File: config.mk
export PLATFORM = sky130hd
export DESIGN_NAME = dram_rd_ctrl
export DESIGN_NICKNAME = d
export VERILOG_FILES = /design/src/rtl/dram_rd_pkg.sv /design/src/rtl/dram_rd_sync_fifo.sv /design/src/rtl/dram_rd_ctrl.sv
export SDC_FILE = /design/constraint.sdc
export NUM_CORES = 1
export LEC_CHECK = 0
export ABC_AREA = 1
export BUFFER_PORTS_ARGS = -buffer_cell sky130_fd_sc_hd__buf_2
export CORE_ASPECT_RATIO = 1.5
export CORE_MARGIN = 4
export CORE_UTILIZATION = 35
export CTS_CLUSTER_DIAMETER = 100
export DETAILED_ROUTE_END_ITERATION = 10
export PLACE_DENSITY = 0.61
export SLEW_MARGIN = 10
export SYNTH_ARGS = -nofsm -noshare
export SYNTH_HDL_FRONTEND = slang
export SYNTH_SLANG_ARGS = --single-unit
File: constraint.sdc
create_clock -name clk -period 2.9 [get_ports clk]
set_input_delay 0.58 -clock clk [delete_from_list [all_inputs] [get_ports clk]]
set_output_delay 0.58 -clock clk [all_outputs]
set_load 0.01 [all_outputs]
File: src/rtl/dram_rd_pkg.sv
// Shared types and defaults for the dram burst read front-end.
package dram_rd_pkg;

    localparam int DATA_W = 32;
    localparam int ADDR_W = 18;
    localparam int LEN_W  = 12;
    localparam int FIFO_D = 8;

    typedef enum logic [1:0] {
        IDLE,
        ISSUE,
        DRAIN
    } state_e;

    // Occupancy counters must hold the value DEPTH itself.
    function automatic int cnt_w(input int depth);
        return $clog2(depth) + 1;
    endfunction

endpackage

File: src/rtl/dram_rd_sync_fifo.sv
// Power-of-two response buffer; head word is read straight from registered storage.
module sync_fifo
    import dram_rd_pkg::*;
#(
    parameter int DEPTH = 8,
    parameter int WIDTH = 32
) (
    input  logic                     clk,
    input  logic                     rst,
    input  logic                     push,
    input  logic                     pop,
    input  logic [WIDTH-1:0]         din,
    output logic [WIDTH-1:0]         dout,
    output logic                     full,
    output logic                     empty,
    output logic [cnt_w(DEPTH)-1:0]  count
);

    localparam int AW = $clog2(DEPTH);
    localparam int CW = cnt_w(DEPTH);

    logic [WIDTH-1:0] mem_q [DEPTH];
    logic [AW-1:0]    wr_ptr_q, wr_ptr_d;
    logic [AW-1:0]    rd_ptr_q, rd_ptr_d;
    logic [CW-1:0]    count_q, count_d;
    logic             push_ok;
    logic             pop_ok;

    assign full    = (count_q == CW'(DEPTH));
    assign empty   = (count_q == '0);
    assign count   = count_q;
    assign dout    = mem_q[rd_ptr_q];
    // A pop frees the slot being written, so push at full is fine alongside it.
    assign push_ok = push & (~full | pop);
    assign pop_ok  = pop & ~empty;

    always_comb begin
        wr_ptr_d = wr_ptr_q + AW'(push_ok);
        rd_ptr_d = rd_ptr_q + AW'(pop_ok);
        count_d  = count_q + CW'(push_ok) - CW'(pop_ok);
    end

    always_ff @(posedge clk or posedge rst) begin
        if (rst) begin
            wr_ptr_q <= '0;
            rd_ptr_q <= '0;
            count_q  <= '0;
        end else begin
            wr_ptr_q <= wr_ptr_d;
            rd_ptr_q <= rd_ptr_d;
            count_q  <= count_d;
        end
    end

    always_ff @(posedge clk) begin
        if (push_ok) begin
            mem_q[wr_ptr_q] <= din;
        end
    end

endmodule

File: src/rtl/dram_rd_ctrl.sv
// Burst read controller: credit-limited dram read issue, buffered in-order stream out.
module dram_rd_ctrl
    import dram_rd_pkg::*;
#(
    parameter int DATA_WIDTH = DATA_W,
    parameter int ADDR_WIDTH = ADDR_W,
    parameter int LEN_WIDTH  = LEN_W,
    parameter int FIFO_DEPTH = FIFO_D
) (
    input  logic                  clk,
    input  logic                  rst,
    input  logic                  req_valid,
    output logic                  req_ready,
    input  logic [ADDR_WIDTH-1:0] req_addr,
    input  logic [LEN_WIDTH-1:0]  req_len,
    output logic                  dram_en_rd,
    output logic [ADDR_WIDTH-1:0] dram_addr_rd,
    input  logic                  dram_valid,
    input  logic [DATA_WIDTH-1:0] dram_data_rd,
    output logic                  out_valid,
    input  logic                  out_ready,
    output logic [DATA_WIDTH-1:0] out_data,
    output logic                  out_last,
    output logic                  done,
    output logic                  err
);

    localparam int CW = cnt_w(FIFO_DEPTH);

    state_e                state_q, state_d;
    logic                  req_ready_q, req_ready_d;
    logic                  en_rd_q, en_rd_d;
    logic [ADDR_WIDTH-1:0] addr_q, addr_d;
    logic [ADDR_WIDTH-1:0] nxt_addr_q, nxt_addr_d;
    logic [LEN_WIDTH-1:0]  len_q, len_d;
    logic [LEN_WIDTH-1:0]  issued_q, issued_d;
    logic [LEN_WIDTH-1:0]  popped_q, popped_d;
    logic [CW-1:0]         outst_q, outst_d;
    logic                  done_q, done_d;
    logic                  err_q, err_d;

    logic                  accept;
    logic                  push;
    logic                  pop;
    logic                  credit_ok;
    logic [CW:0]           inflight;
    logic                  fifo_full;
    logic                  fifo_empty;
    logic [CW-1:0]         fifo_count;
    logic [DATA_WIDTH-1:0] fifo_head;

    sync_fifo #(
        .DEPTH (FIFO_DEPTH),
        .WIDTH (DATA_WIDTH)
    ) u_fifo (
        .clk   (clk),
        .rst   (rst),
        .push  (push),
        .pop   (pop),
        .din   (dram_data_rd),
        .dout  (fifo_head),
        .full  (fifo_full),
        .empty (fifo_empty),
        .count (fifo_count)
    );

    assign accept    = (state_q == IDLE) & req_valid & req_ready_q;
    assign push      = dram_valid & (outst_q != '0);
    assign out_valid = ~fifo_empty;
    assign out_data  = fifo_empty ? '0 : fifo_head;
    assign out_last  = out_valid & ((popped_q + LEN_WIDTH'(1)) == len_q);
    assign pop       = out_valid & out_ready;

    // The strobe currently on the bus already owns a buffer slot.
    assign inflight  = {1'b0, outst_q} + (CW+1)'(en_rd_q) + {1'b0, fifo_count};
    assign credit_ok = ~fifo_full & (inflight < (CW+1)'(FIFO_DEPTH));

    assign req_ready    = req_ready_q;
    assign dram_en_rd   = en_rd_q;
    assign dram_addr_rd = addr_q;
    assign done         = done_q;
    assign err          = err_q;

    always_comb begin
        state_d     = state_q;
        req_ready_d = req_ready_q;
        en_rd_d     = 1'b0;
        addr_d      = addr_q;
        nxt_addr_d  = nxt_addr_q;
        len_d       = len_q;
        issued_d    = issued_q;
        popped_d    = popped_q + LEN_WIDTH'(pop);
        outst_d     = outst_q + CW'(en_rd_q) - CW'(push);
        done_d      = 1'b0;
        err_d       = err_q | (dram_valid & (outst_q == '0));

        unique case (state_q)
            IDLE: begin
                req_ready_d = ~accept;
                if (accept) begin
                    len_d      = req_len;
                    popped_d   = '0;
                    issued_d   = '0;
                    nxt_addr_d = req_addr;
                    if (req_len == '0) begin
                        done_d = 1'b1;
                    end else begin
                        state_d = ISSUE;
                    end
                end
            end
            ISSUE: begin
            end
            DRAIN: begin
                if (pop && out_last) begin
                    state_d     = IDLE;
                    req_ready_d = 1'b1;
                    done_d      = 1'b1;
                end
            end
            default: state_d = IDLE;
        endcase

        // Covers both the acceptance cycle and steady issue.
        if (state_d == ISSUE && credit_ok) begin
            en_rd_d    = 1'b1;
            addr_d     = nxt_addr_d;
            nxt_addr_d = nxt_addr_d + ADDR_WIDTH'(1);
            issued_d   = issued_d + LEN_WIDTH'(1);
            if (issued_d == len_d) begin
                state_d = DRAIN;
            end
        end
    end

    always_ff @(posedge clk or posedge rst) begin
        if (rst) begin
            state_q     <= IDLE;
            req_ready_q <= 1'b1;
            en_rd_q     <= 1'b0;
            addr_q      <= '0;
            nxt_addr_q  <= '0;
            len_q       <= '0;
            issued_q    <= '0;
            popped_q    <= '0;
            outst_q     <= '0;
            done_q      <= 1'b0;
            err_q       <= 1'b0;
        end else begin
            state_q     <= state_d;
            req_ready_q <= req_ready_d;
            en_rd_q     <= en_rd_d;
            addr_q      <= addr_d;
            nxt_addr_q  <= nxt_addr_d;
            len_q       <= len_d;
            issued_q    <= issued_d;
            popped_q    <= popped_d;
            outst_q     <= outst_d;
            done_q      <= done_d;
            err_q       <= err_d;
        end
    end

endmodule
==> run_results.csv, run 1 <==
group,metric,value,unit
placed_design,place.gp.congestion,0.896,
global_routing,antenna_found_initial,0,
synthesis,syn_nets,1544,
cells_and_area,final_common_cell,"edfxtp_1",
synthesis,synth-edff-count,256,
synthesis,synth-async-reset-ratio,0.264,
clocking,tritoncts,"yes",
cells_and_area,nets,1689,
detailed_routing,via_per_inst,5.02,
floorplan,chipWidth,179,um
timing,setup_tns,0,ps
detailed_routing,drc,0,
timing,hold_viol,0,
status,status,"finished clean",
detailed_routing,wl_met1,15.0,mm
floorplan,die_area,0.0475,mm^2
floorplan,rows,93,
pwr,ir_drop,0.533,mV
critical_path,startpoint_type,"flop",
clocking,cts.htree.levels,2,
global_routing,grt_pass1_wl,57.5,mm
clocking,clock-sinks,348,
timing,relSlewSlack,0.714,
detailed_routing,routed.top_layer,"met4",
detailed_routing,wl_per_cell,17.1,um
timing,finalSetupViolCount,0,
global_routing,overflow,0,
floorplan,core_area,0.0433,mm^2
floorplan,start_util,0.356,
synthesis,ys_seq_elements,348,
detailed_routing,postRouteAntennaNets,0,
pwr,power,19700,uW
pwr,p_leak,0.00733,uW
detailed_routing,firstDrtPassIters,5,
cells_and_area,area_delta_synth_final,20.1,%
placed_design,hpwlAfterDp,22.5,mm
clocking,cts_root_buf,"clkbuf_16",
detailed_routing,wl_met3,1.74,mm
critical_path,crit_chain,"clkinv_8, buf_16, nor2_1, o22ai_1, o21ai_0, a31oi_1, buf_2",
global_routing,groute.usage.overall,0.151,
timing,fmaxAchievable,361,MHz
flow_run,max-cap-violations,0,
synthesis,ys_types,46,
timing,fin_ws,133,ps
cells_and_area,final_cell_mix,"256 x edfxtp_1, 242 x nor2_1, 195 x o21ai_0",
critical_path,critPathRequiredTime,2320,ps
critical_path,path_class,"flop to output pin",
detailed_routing,vias,10989,
clocking,cts_buffer_depth,3,
placed_design,pre_cts_slack,323,ps
critical_path,crit_fanout,30,
timing,fin_worst_skew,27.6,ps
cells_and_area,fillers,4044,
critical_path,cp_slowest_cell,"dfrtp_4",
timing,tightestPinTransition,429,ps
critical_path,crit_arrival,2190,ps
critical_path,cp_slowest_stage_delay,560,ps
synthesis,ys_seq_area_frac,0.649,
placed_design,io_buffers,122,
placed_design,postPlaceCellArea,0.0170,mm^2
synthesis,synth_area,0.0154,mm^2
pwr,power_density,1060,mW/mm^2
synthesis,synth_area_per_cell,10.6,um^2
floorplan,pin_count,123,
detailed_routing,first_iter_violations,729,
global_routing,grt_pass1_vias,11097,
clocking,numCtsBuffers,36,
min_path,worst_hold_path_type,"input port to async pin",
critical_path,endpoint_kind,"output pin",
cells_and_area,drive_gt1_frac,0.187,
clocking,postCtsHoldBufs,0,
timing,fin_crit_sh,0.954,
timing,period_minus_slack,2770,ps
timing,final_max_slew_viol_count,0,
clocking,path_clk_slew,60,ps
timing,hold_slack,71.6,ps
cells_and_area,fin_area,0.0185,mm^2
floorplan,dieHeight,265,um
global_routing,grt_max_degree,74,
clocking,clk_latency,530,ps
synthesis,synthCells,1451,
cells_and_area,diodes,0,
synthesis,yosys_most_used_dff,"edfxtp_1",
detailed_routing,wl_met2,19.7,mm
detailed_routing,wirelength,37.5,mm
synthesis,yosysWarnings,0,
## power by group
part           switching, uW  internal [uW]  total, uW  leakage [uW]
clock                   1880           2780       4660      0.000581
combinational           5080           3010       8090       0.00332
sequential               501           6460       6960       0.00342
## metal layers
metal / track usage / vias to the layer above
met5: 0 / -
met4: 0.0519 / 0
met3: 0.0228 / 74
met2: 0.279 / 292
met1: 0.175 / 5336
li1: - / 5287
## state kept, by name, summed over array words and instances (netlist names)
name	flops
len_q	12
dram_en_rd	1
u_fifo.mem_q	256
outst_q	4
issued_q	12
u_fifo.wr_ptr_q	3
done	1
popped_q	12
dram_addr_rd	18
req_ready	1
nxt_addr_q	18
err	1
u_fifo.rd_ptr_q	3
state_q	2
u_fifo.count	4
## through the flow
| stage | std cells | utilization |
|---|---|---|
| finish | 2191 | 0.428 |
| global route | 2191 | 0.428 |
| CTS | 2177 | 0.420 |
| detailed placement | 2114 | 0.393 |
| global placement | 2114 | 0.393 |
| floorplan | 1451 | - |
## cell families after synthesis
kind of cell             synth area share
AND/OR/NAND/NOR                     0.155
XOR/XNOR                           0.0193
flip-flops                          0.649
buffers and inverters              0.0478
AO/OA/AOI/OAI                       0.107
adder cells (fa/ha/maj)            0.0221
multiplexers                     0.000650
## worst paths after layout
kind	from	slack, ps	cells after the start	to
setup / recovery	u_fifo.rd_ptr_q[0]	130	7	out_data[28]
hold / removal	rst	70	2	nxt_addr_q[4]
setup reg to reg	req_ready	550	14	nxt_addr_q[16]
hold reg to reg	err	460	1	err
max in group asynchronous	rst	2140	3	popped_q[3]
min in group clk	dram_data_rd[25]	330	1	u_fifo.mem_q[1][25]
## cell usage after synthesis, drive strengths merged, types with 2 or more instances
master / instances / area share
nand4: 9 / 0.0037
dfrtp: 91 / 0.15
or2: 9 / 0.0037
nand3: 58 / 0.020
o21bai: 2 / 0.00097
clkbuf: 49 / 0.012
fa: 2 / 0.0026
buf: 18 / 0.0084
nand2: 204 / 0.052
xor2: 23 / 0.013
nor2: 265 / 0.068
nor3: 12 / 0.0046
o22ai: 33 / 0.013
ha: 24 / 0.019
o21a: 2 / 0.00097
inv: 109 / 0.027
clkinv: 3 / 0.00081
a21oi: 16 / 0.0054
a31oi: 34 / 0.014
o21ai: 211 / 0.071
xnor2: 11 / 0.0063
edfxtp: 256 / 0.50
nand3b: 2 / 0.00097
## critical path, delay by kind of cell (launching register included)
kind | cells | cell delay [ps]
DFF | 1 | 560
AOI/OAI and AO/OA | 3 | 580
buffers and inverters | 3 | 470
and+or+nand+nor | 1 | 60
## layout make-up
cell class	instances	area (um^2)	share of cell area
Sequential cell	348	10000	0.540
Tap cell	570	713	0.0385
Timing Repair Buffer	174	1380	0.0744
Clock buffer	42	945	0.0510
Inverter	112	438	0.0237
Multi-Input combinational cell	924	4800	0.259
Clock inverter	21	240	0.0130
## what timing repair did
| action | 4_1_cts | 5_1_grt |
|---|---|---|
| gates resized for setup | 2 | 23 |
| setup buffers | 0 | 7 |
| endpoints found under the hold margin | 0 | 0 |
| setup endpoints to repair | 2 | 9 |
| gates cloned | 0 | 7 |
| pin swaps | 0 | 8 |
Power figures use the tool's default switching activity.
==> run 2: changes to the inputs <==
--- a/config.mk
+++ b/config.mk
@@ -12,6 +12,7 @@
 export CORE_UTILIZATION = 35
 export CTS_CLUSTER_DIAMETER = 100
 export DETAILED_ROUTE_END_ITERATION = 10
+export MAX_ROUTING_LAYER = met4
 export PLACE_DENSITY = 0.61
 export SLEW_MARGIN = 10
 export SYNTH_ARGS = -nofsm -noshare
==> constraint.sdc (replaced) <==
create_clock -name clk -period 2.9 [get_ports clk]
set_input_delay 0.58 -clock clk [delete_from_list [all_inputs] [get_ports clk]]
set_output_delay 0.58 -clock clk [all_outputs]
set_load 0.005 [all_outputs]
==> run 2 against run 1 <==
- clock-buffer cell count grew 2
- critical path depth grew 2
- clock skew decreased by 9.0 ps
- sequential share of layout area increased by 0.49 points
- utilization decreased by 0.39 points
- largest power group unchanged
==> run_results.csv, run 2 (synthesized netlist as in run 1, its figures left out) <==
group,metric,value,unit
critical_path,path_class,"flop to output pin",
critical_path,crit_fanout,4,
clocking,cts_buffer_depth,3,
floorplan,dieHeight,265,um
clocking,path_clk_slew,60,ps
clocking,cts_root_buf,"clkbuf_16",
timing,fin_crit_sh,0.954,
timing,relSlewSlack,0.613,
timing,fin_ws,133,ps
clocking,cts.htree.levels,2,
timing,tightestPinTransition,579,ps
detailed_routing,wirelength,36.7,mm
critical_path,rrSetupSlack,560,ps
detailed_routing,wl_met1,14.5,mm
pwr,p_leak,0.00724,uW
global_routing,groute.usage.overall,0.155,
detailed_routing,wl_per_cell,16.8,um
cells_and_area,drive_gt1_frac,0.180,
clocking,numCtsBuffers,36,
global_routing,antenna_found_initial,0,
cells_and_area,final_cell_mix,"256 x edfxtp_1, 243 x nor2_1, 195 x o21ai_0",
floorplan,die_area,0.0475,mm^2
detailed_routing,wl_met2,19.4,mm
cells_and_area,multi_input_area,0.00478,mm^2
timing,period_minus_slack,2770,ps
timing,fmaxAchievable,361,MHz
critical_path,critPathRequiredTime,2320,ps
timing,finalSetupViolCount,0,
timing,hold_viol,0,
placed_design,io_buffers,122,
placed_design,hpwlAfterDp,22.3,mm
status,status,"finished clean",
cells_and_area,fin_area,0.0183,mm^2
critical_path,endpoint_kind,"output pin",
floorplan,pin_count,123,
placed_design,postPlaceCellArea,0.0170,mm^2
pwr,ir_drop,0.721,mV
placed_design,pre_cts_slack,316,ps
global_routing,overflow,0,
flow_run,max-cap-violations,0,
cells_and_area,final-seq-area,0.0100,mm^2
detailed_routing,first_iter_violations,689,
cells_and_area,final_common_cell,"edfxtp_1",
detailed_routing,postRouteAntennaNets,0,
timing,final_max_slew_viol_count,0,
cells_and_area,area_delta_synth_final,19.0,%
cells_and_area,largest-register,"u_fifo.mem_q",
detailed_routing,routed.top_layer,"met4",
detailed_routing,via_per_inst,4.98,
global_routing,grt_max_degree,89,
pwr,power,19200,uW
cells_and_area,nets,1678,
floorplan,start_util,0.356,
detailed_routing,firstDrtPassIters,6,
critical_path,startpoint_type,"flop",
critical_path,crit_arrival,2190,ps
floorplan,chipWidth,179,um
global_routing,grt_pass1_vias,11142,
timing,fin_worst_skew,18.6,ps
detailed_routing,drc,0,
min_path,worst_hold_path_type,"input port to async pin",
cells_and_area,fillers,4100,
detailed_routing,vias,10856,
cells_and_area,largest_reg_flops,256,
floorplan,rows,93,
placed_design,place.gp.congestion,0.901,
clocking,tritoncts,"yes",
global_routing,grt_pass1_wl,57.6,mm
clocking,clock-sinks,348,
clocking,clk_latency,530,ps
cells_and_area,diodes,0,
floorplan,core_area,0.0433,mm^2
detailed_routing,wl_met3,1.82,mm
pwr,power_density,1050,mW/mm^2
-- run 2: critical path: stages, from the launching register on --
cell     delay [ps]
dfrtp_1         400
ha_2            230
nand3_2         110
inv_1           100
nand2_2          80
xor2_2          160
or2_2           270
nand3_1         130
nor2_4           60
buf_2           120
-- run 2: path summary, 6_finish.rpt --
| path | startpoint | to | depth (start not counted) |
|---|---|---|---|
| min in group clk | dram_data_rd[2] | u_fifo.mem_q[4][2] | 1 |
| worst min register to register | err | err | 1 |
| worst max-delay path | popped_q[0] | out_last | 9 |
| max in group asynchronous | rst | popped_q[2] | 3 |
| worst min-delay path | rst | outst_q[1] | 2 |
| worst max register to register | state_q[0] | state_q[0] | 18 |
-- run 2: layer usage --
metal	up-vias	global-route usage
met5	-	-
met4	0	0.0457
met2	281	0.285
met3	66	0.0241
met1	5264	0.171
li1	5245	-
-- run 2: power breakdown --
part	leakage, uW	switching, uW	internal [uW]	total, uW
clock network	0.000583	1920	2820	4730
registers	0.00342	477	6460	6930
logic	0.00324	4740	2810	7550
-- run 2: final cells by class --
class                   count  share of cell area
clock inverters            19              0.0130
well taps                 570              0.0389
flip-flops and latches    348               0.545
inverters                 112              0.0236
clock buffers              44              0.0525
repair buffers            163              0.0662
multi-input cells         924               0.261
-- run 2: repair_timing --
item,CTS,global route
gates resized for setup,1,18
pin swaps,0,0
hold buffers,0,0
gates cloned,0,3
buffers inserted,0,3
setup endpoints to repair,1,10
-- run 2: stage by stage --
step	TNS, ps	hold slack, ps	instances	util
finish	0	29.0	2180	0.424
global route	-6.99	36.3	2180	0.424
CTS	0	11.8	2174	0.420
detailed placement	0	453	2111	0.392
global placement	0	452	2111	0.392
floorplan	-57920	446	1451	-
